## src/rtl/fifo_rd_stream_pkg.sv

```systemverilog
// fifo_rd_stream_pkg: shared constants and types for the FIFO read streamer.
package fifo_rd_stream_pkg;

    localparam int BUF_DEPTH  = 3;
    localparam int BEAT_CNT_W = 16;

    typedef logic [1:0] occ_t;

endpackage

```

## src/rtl/fifo_rd_stream_buf.sv

```systemverilog
// fifo_rd_stream_buf: 3-entry in-order register buffer. Entry 0 is always the
// head; a pop shifts every entry down one slot, and a push lands at the first
// free slot (one lower when a pop happens in the same cycle).
module fifo_rd_stream_buf
    import fifo_rd_stream_pkg::*;
#(
    parameter int DATA_WIDTH = 8
) (
    input  logic                  clk,
    input  logic                  res,
    input  logic                  push,
    input  logic [DATA_WIDTH-1:0] push_data,
    input  logic                  pop,
    output logic [DATA_WIDTH-1:0] head,
    output occ_t                  occ
);

    logic [BUF_DEPTH-1:0][DATA_WIDTH-1:0] entry_reg;
    logic [BUF_DEPTH-1:0][DATA_WIDTH-1:0] entry_next;
    occ_t                                 occ_reg;
    occ_t                                 occ_next;

    // Per-slot next value: shift down on pop, load the new word at the tail.
    for (genvar gi = 0; gi < BUF_DEPTH; gi++) begin : g_entry
        if (gi < BUF_DEPTH - 1) begin : g_mid
            assign entry_next[gi] = pop
                ? ((push && occ_reg == occ_t'(gi + 1)) ? push_data : entry_reg[gi + 1])
                : ((push && occ_reg == occ_t'(gi))     ? push_data : entry_reg[gi]);
        end else begin : g_last
            assign entry_next[gi] = (!pop && push && occ_reg == occ_t'(gi))
                ? push_data : entry_reg[gi];
        end
    end

    // Occupancy: arrival alone +1, transfer alone -1, both together unchanged.
    always_comb begin
        occ_next = occ_reg;
        case ({push, pop})
            2'b10:   occ_next = occ_reg + occ_t'(1);
            2'b01:   occ_next = occ_reg - occ_t'(1);
            default: occ_next = occ_reg;
        endcase
    end

    // Buffer storage and occupancy registers; reset clears the head to zero.
    always_ff @(posedge clk or posedge res) begin
        if (res) begin
            entry_reg <= '0;
            occ_reg   <= '0;
        end else begin
            entry_reg <= entry_next;
            occ_reg   <= occ_next;
        end
    end

    assign head = entry_reg[0];
    assign occ  = occ_reg;

endmodule

```

## src/rtl/fifo_rd_stream.sv

```systemverilog
// fifo_rd_stream: drains a 1-cycle-latency FIFO read port into a valid/ready
// stream through a 3-entry buffer. Define FIFO_RD_STREAM_CNT_EN to add the
// beat_cnt output counting accepted beats.
module fifo_rd_stream
    import fifo_rd_stream_pkg::*;
#(
    parameter int DATA_WIDTH = 8
) (
    input  logic                  clk,
    input  logic                  res,
    input  logic                  fifo_busy_flag,
    output logic                  enable,
    input  logic [DATA_WIDTH-1:0] data,
    output logic                  out_valid,
    input  logic                  out_ready,
    output logic [DATA_WIDTH-1:0] out_data
`ifdef FIFO_RD_STREAM_CNT_EN
    ,
    output logic [BEAT_CNT_W-1:0] beat_cnt
`endif
);

    logic inflight_reg;
    logic run_reg;
    logic pop;
    occ_t occ;

    // Read only when the word (plus any word already in flight) has a slot.
    // run_reg keeps enable low until the first clock edge after reset.
    always_comb begin
        enable = run_reg && !fifo_busy_flag
                 && ((3'({1'b0, occ}) + 3'(inflight_reg)) < 3'(BUF_DEPTH));
    end

    assign out_valid = (occ != occ_t'(0));
    assign pop       = out_valid && out_ready;

    // Track the word requested last cycle; it arrives on data this cycle.
    always_ff @(posedge clk or posedge res) begin
        if (res) begin
            inflight_reg <= 1'b0;
            run_reg      <= 1'b0;
        end else begin
            inflight_reg <= enable;
            run_reg      <= 1'b1;
        end
    end

    fifo_rd_stream_buf #(
        .DATA_WIDTH (DATA_WIDTH)
    ) u_buf (
        .clk       (clk),
        .res       (res),
        .push      (inflight_reg),
        .push_data (data),
        .pop       (pop),
        .head      (out_data),
        .occ       (occ)
    );

`ifdef FIFO_RD_STREAM_CNT_EN
    logic [BEAT_CNT_W-1:0] beat_cnt_reg;

    // Count accepted beats; wraps naturally at the counter width.
    always_ff @(posedge clk or posedge res) begin
        if (res) begin
            beat_cnt_reg <= '0;
        end else if (pop) begin
            beat_cnt_reg <= beat_cnt_reg + BEAT_CNT_W'(1);
        end
    end

    assign beat_cnt = beat_cnt_reg;
`endif

endmodule

```

## config.mk

```make
export PLATFORM = sky130hd
export DESIGN_NAME = fifo_rd_stream
export DESIGN_NICKNAME = d
export VERILOG_FILES = /design/src/rtl/fifo_rd_stream_pkg.sv /design/src/rtl/fifo_rd_stream_buf.sv /design/src/rtl/fifo_rd_stream.sv
export SDC_FILE = /design/constraint.sdc
export NUM_CORES = 1
export LEC_CHECK = 0
export ABC_CLOCK_PERIOD_IN_PS = 3900
export CORE_UTILIZATION = 35
export CTS_BUF_LIST = sky130_fd_sc_hd__clkbuf_8
export DETAILED_ROUTE_END_ITERATION = 6
export PLACE_DENSITY = 0.68
export SYNTH_ARGS = -nofsm -noshare
export SYNTH_HDL_FRONTEND = slang
export SYNTH_HIERARCHICAL = 1
export SYNTH_SLANG_ARGS = --single-unit
```

## constraint.sdc

```tcl
create_clock -name clk -period 3.9 [get_ports clk]
set_clock_uncertainty 0.1 [all_clocks]
set_input_delay 1.17 -clock clk [delete_from_list [all_inputs] [get_ports clk]]
set_output_delay 1.17 -clock clk [all_outputs]
set_load 0.02 [all_outputs]
```

==> flow_summary.ini, run 1 <==
[setup_path]
cp_top_family = buffers and inverters
cp_max_fo = 2
cp-end-kind = output pin
startpoint_type = primary input
worstPathArrival_ns = 2.52
worstSetupPathType = in -> out
crit_slowest_cell = clkdlybuf4s50_1
slowest_delay_ns = 0.67
path_common_cell = clkdlybuf4s50_1
rrSetupSlack_ns = 1.83
crit_chain = clkdlybuf4s50_1, a2111oi_2, clkdlybuf4s50_1
cp_data_required_time_ns = 2.63
crit_buf_inv = 2

[synth]
synthAdderAreaFrac = 0.0621
synth_area_leaders = dfrtp_1, o221a_2, mux2_2
synth_nets = 131
synthCells = 112
ys_top_cells_by_count = dfrtp_1, o221a_2, mux2_2
synth_top_family_by_area = compound AO/OA/AOI/OAI gates
synth_top_area_share = 0.496
synth_area_mm2 = 0.00141
synth-compound-area-share = 0.131
post-synth-top-area-cell = dfrtp_1
avgSynthCellArea_um2 = 12.6
synth_simple_gate_area_frac = 0.105
ys_ff_latch = 28
seq_area_frac_synth = 0.496
synth_cell_types = 20
async_flop_share = 1.00
synth_xor_area_frac = 0.0124
synth_flop_cell = dfrtp_1
synth.mux.area_fraction = 0.115
synth.most_common_cell = dfrtp_1
synth_edf_count = 0
yosys_warnings = 6

[placement]
hpwl_um = 1920
placement.io_buffers = 21
place.gp.congestion = 0.731

[global_route]
grt_use_total = 0.147
grt_pass1_vias = 954
antenna_found_initial = 0
grt_pass1_wl_um = 4700
grt_start_max_net_pins = 27
gr-total-overflow = 0

[power]
ir_worst_vdd_mv = 0.311
p_leak_nw = 0.740
p_per_area_mw_per_mm2 = 814
finalPower_mw = 1.36

[run]
max_cap_viol_count = 0

[clock_network]
cts.htree.levels = 1
post_cts_buffers = 0
clock-sinks = 28
hold_buffers = 0
cts_resized = 0
cts_root_buf = clkbuf_8
clk_pin_slew_worst_paths_ns = 0.09
cts_inserted_buffers = 3
clockBufferDepth = 2
clock_latency_ns = 0.28
cts_tree = done

[die]
die_x_um = 65.5
core_mm2 = 0.00377
io_pins = 22
initial_core_util = 0.374
dieArea_mm2 = 0.00429
row_count = 22
die_h_um = 65.5

[finish]
syn_to_final_growth_pct = 18.6
nNetsFinal = 147
multi_input_area_um2 = 606
fillerInstances = 350
drive_above_1_share = 0.244
seq_area_um2 = 701
largest_reg_flops = 16
n_antenna_cell = 0

[sta]
worstMarginPinSlew_ns = 0.980
fin_setup_tns_ns = 0
hold_viol_final = 0
slew_headroom = 0.346
finalCritPeriodShare = 0.971
setup_viol = 0
maxSlewViolCount = 0
fmax_mhz = 264
min_period_ns = 3.79
rsz0062_at_grt = false

[drt]
drtAntennaViolNets = 0
avgRoutedWirePerCell_um = 15.9
wirelength_um = 2790
vias = 928
drc = 0
drt_iter0_markers = 43
drt_first_pass_iters = 4
vias_per_cell = 5.30

[status]
status = finished clean

[min_path]
min_path_type = reg -> reg
worst paths after layout:
path                                start             endpoint  depth (start not counted)
max                        fifo_busy_flag               enable                          3
min                               run_reg         inflight_reg                          2
max reg2reg                  u_buf/occ[0]  u_buf/entry_reg[20]                          6
min reg2reg                       run_reg         inflight_reg                          2
max in group asynchronous             res         u_buf/occ[0]                          2
min in group asynchronous             res              run_reg                          2
report_power, final:
group	switching (mW)	internal, mW	total [mW]	leakage [nW]
Combinational	0.279	0.344	0.623	0.370
Sequential	0.0817	0.431	0.513	0.334
Clock	0.0904	0.138	0.228	0.0357
Total	0.451	0.913	1.36	0.740
worst reg2reg max path: cells and delay by family (launching register included):
family,cells,cell delay (ns)
fa+ha+maj,1,0.20
buf+inv,1,0.12
simple gates,3,0.71
mux,1,0.40
flops,1,0.44
metal layers:
layer	GRT usage	wire length, µm	vias up
li1	-	-	425
met1	0.193	1300	476
met2	0.240	1340	23
met3	0.0399	121	4
met4	0.0353	26	0
met5	0	0	-
cell type report:
cell class,count,share of cell area
clock buffer,3,0.0247
clock inverter,1,0.0179
inverter,7,0.0157
multi-input combinational,67,0.362
sequential,28,0.419
tap,48,0.0359
timing repair buffer,21,0.126
cell usage in the layout, fill, tap and decap left out, types with 2 or more instances in the layout:
| cell type | count |
|---|---|
| or3_1 | 7 |
| ha_1 | 7 |
| xnor2_1 | 2 |
| o221a_2 | 14 |
| inv_1 | 7 |
| mux2i_1 | 5 |
| mux2_2 | 10 |
| nand2_1 | 8 |
| clkbuf_8 | 3 |
| clkdlybuf4s50_1 | 21 |
| or2b_1 | 6 |
| dfrtp_1 | 28 |
kinds of logic after synthesis:
kind of cell	count (synthesis)
AO/OA/AOI/OAI	17
buffers and inverters	17
other	1
AND/OR/NAND/NOR	25
adder cells (fa/ha/maj)	7
XOR/XNOR	2
multiplexers	15
flip-flops	28
metrics by stage:
step                      hold slack [ns]  utilization  area [µm²]  instances  setup slack (ns)
after global routing                0.433        0.444        1670        175            0.0339
after detailed placement            0.399        0.425        1600        171             0.101
after global placement              0.388        0.425        1600        171             0.138
after CTS                           0.420        0.444        1670        175            0.0857
final                               0.413        0.444        1670        175             0.114
after floorplan                     0.379            -        1410        112             0.944
Note: power is estimated with default switching activity, not from simulation.
==> run 2, diff against run 1 <==
CELL_PAD_IN_SITES_DETAIL_PLACEMENT = 1   (was unset)
CELL_PAD_IN_SITES_GLOBAL_PLACEMENT = 2   (was unset)
PLACE_DENSITY = 0.89   (was 0.68)
==> run 2 against run 1 <==
Clock power down 22%. Count of clock-buffer cells in the layout increased by 1. Via count decreased by 1.1%. Non-clock buffer count is the same. Cell count did not move. Design area is 0.97% lower. Sequential cell count unchanged. Worst setup slack better by 0.00076 ns.
==> flow_summary.ini, run 2 (same netlist as run 1, synthesis figures left out) <==
[status]
status = finished clean

[setup_path]
startpoint_type = primary input
worstPathArrival_ns = 2.51
crit_chain = clkdlybuf4s50_1, a2111oi_2, clkdlybuf4s50_1
slowest_delay_ns = 0.67
crit_slowest_cell = clkdlybuf4s50_1
path_common_cell = clkdlybuf4s50_1
cp_data_required_time_ns = 2.63
cp-end-kind = output pin
cp_max_fo = 2
worstSetupPathType = in -> out

[clock_network]
cts_inserted_buffers = 3
post_cts_buffers = 0
cts_root_buf = clkbuf_8
clk_pin_slew_worst_paths_ns = 0.09
clock-sinks = 28
cts.htree.levels = 1
clock_latency_ns = 0.27
hold_buffers = 0
cts_resized = 0
clockBufferDepth = 2
cts_tree = done

[drt]
vias_per_cell = 5.25
vias = 918
drtAntennaViolNets = 0
avgRoutedWirePerCell_um = 17.3
drt_first_pass_iters = 4
wirelength_um = 3030
drc = 0
drt_iter0_markers = 66

[finish]
fin_cells = 175
drive_above_1_share = 0.244
largest_reg_flops = 16
nNetsFinal = 147
design_area_mm2 = 0.00166
final_cell_mix = dfrtp_1, clkdlybuf4s50_1, o221a_2
final_common_cell = dfrtp_1
n_antenna_cell = 0
syn_to_final_growth_pct = 17.5

[global_route]
gr-usage-met1 = 0.198
grt_start_max_net_pins = 27
grt_busiest_layer = met2
met3_usage = 0.0226
antenna_found_initial = 0
grt_use_total = 0.158
met2_usage = 0.274
gr-total-overflow = 0
grt_pass1_wl_um = 5020
grt_pass1_vias = 1029

[placement]
dpl-instance-area_mm2 = 0.00160
place.gp.congestion = 0.721
hpwl_um = 2130
place_inst = 171
placement.io_buffers = 21

[power]
switching_share = 0.346
p_seq_frac = 0.392
intPower_mw = 0.865
p_per_area_mw_per_mm2 = 797
p_switching_mw = 0.457
pwr-share-clk = 0.134
ir_worst_vdd_mv = 0.219
p_comb_frac = 0.474
p_leak_nw = 0.734

[min_path]
min_path_type = reg -> reg

[sta]
whs_ns = 0.425
slew_headroom = 0.338
fmax_mhz = 264
min_period_ns = 3.78
worstMarginPinSlew_ns = 0.992
maxSlewViolCount = 0
finalCritPeriodShare = 0.970
fin_setup_tns_ns = 0
hold_viol_final = 0
setup_viol = 0
rsz0062_at_grt = false

[die]
core_mm2 = 0.00377
die_h_um = 65.5
initial_core_util = 0.374
dieArea_mm2 = 0.00429
row_count = 22
die_x_um = 65.5
io_pins = 22

[run]
max_cap_viol_count = 0
-- run 2: cell types whose count changed in the layout (fill, tap and decap cells not counted) --
cell,change
bufinv_16,-1
clkbuf_8,+1
-- run 2: layer usage --
layer / wire length [µm] / share of wire
met3: 100 / 0.033
met5: 0 / 0
met4: 28 / 0.0092
met2: 1560 / 0.51
met1: 1340 / 0.44
-- run 2: path summary, 6_finish.rpt --
path                                       endpoint  depth (start not counted)  slack (ns)           start
worst max-delay path                         enable                          3        0.12  fifo_busy_flag
worst min register to register         inflight_reg                          2        0.43         run_reg
worst max register to register  u_buf/entry_reg[20]                          6        1.82    u_buf/occ[0]
max in group asynchronous             u_buf/head[4]                          2        1.74             res
min in group asynchronous                   run_reg                          2        0.97             res
worst min-delay path                   inflight_reg                          2        0.43         run_reg
-- run 2: critical path: cells and delay by family --
kind,cells,cell delay (ns)
AO/OA/AOI/OAI,1,0.26
buffers and inverters,2,1.09
-- run 2: power by group through the flow --
stage / Combinational, mW / Clock [mW] / Sequential [mW]
after CTS: 0.637 / 0.185 / 0.519
after floorplan: 0.503 / 0 / 0.493
after detailed placement: 0.630 / 0 / 0.523
after global placement: 0.603 / 0 / 0.510
final: 0.626 / 0.178 / 0.518
after global routing: 0.682 / 0.198 / 0.538
-- run 2: cell type report --
class,count,area (µm²)
multi-input combinational,67,606
tap,48,60.1
fill,395,2110
sequential,28,701
clock buffer,4,55.1
timing repair buffer,21,210
inverter,7,26.3
-- run 2: per-stage QoR --
step	power [mW]	utilization	setup WS, ns
3_5_place_dp	1.15	0.425	0.0976
3_3_place_gp	1.11	0.425	0.138
5_1_grt	1.42	0.440	0.0435
2_1_floorplan	0.996	-	0.944
6_report	1.32	0.440	0.115
4_1_cts	1.34	0.440	0.0914
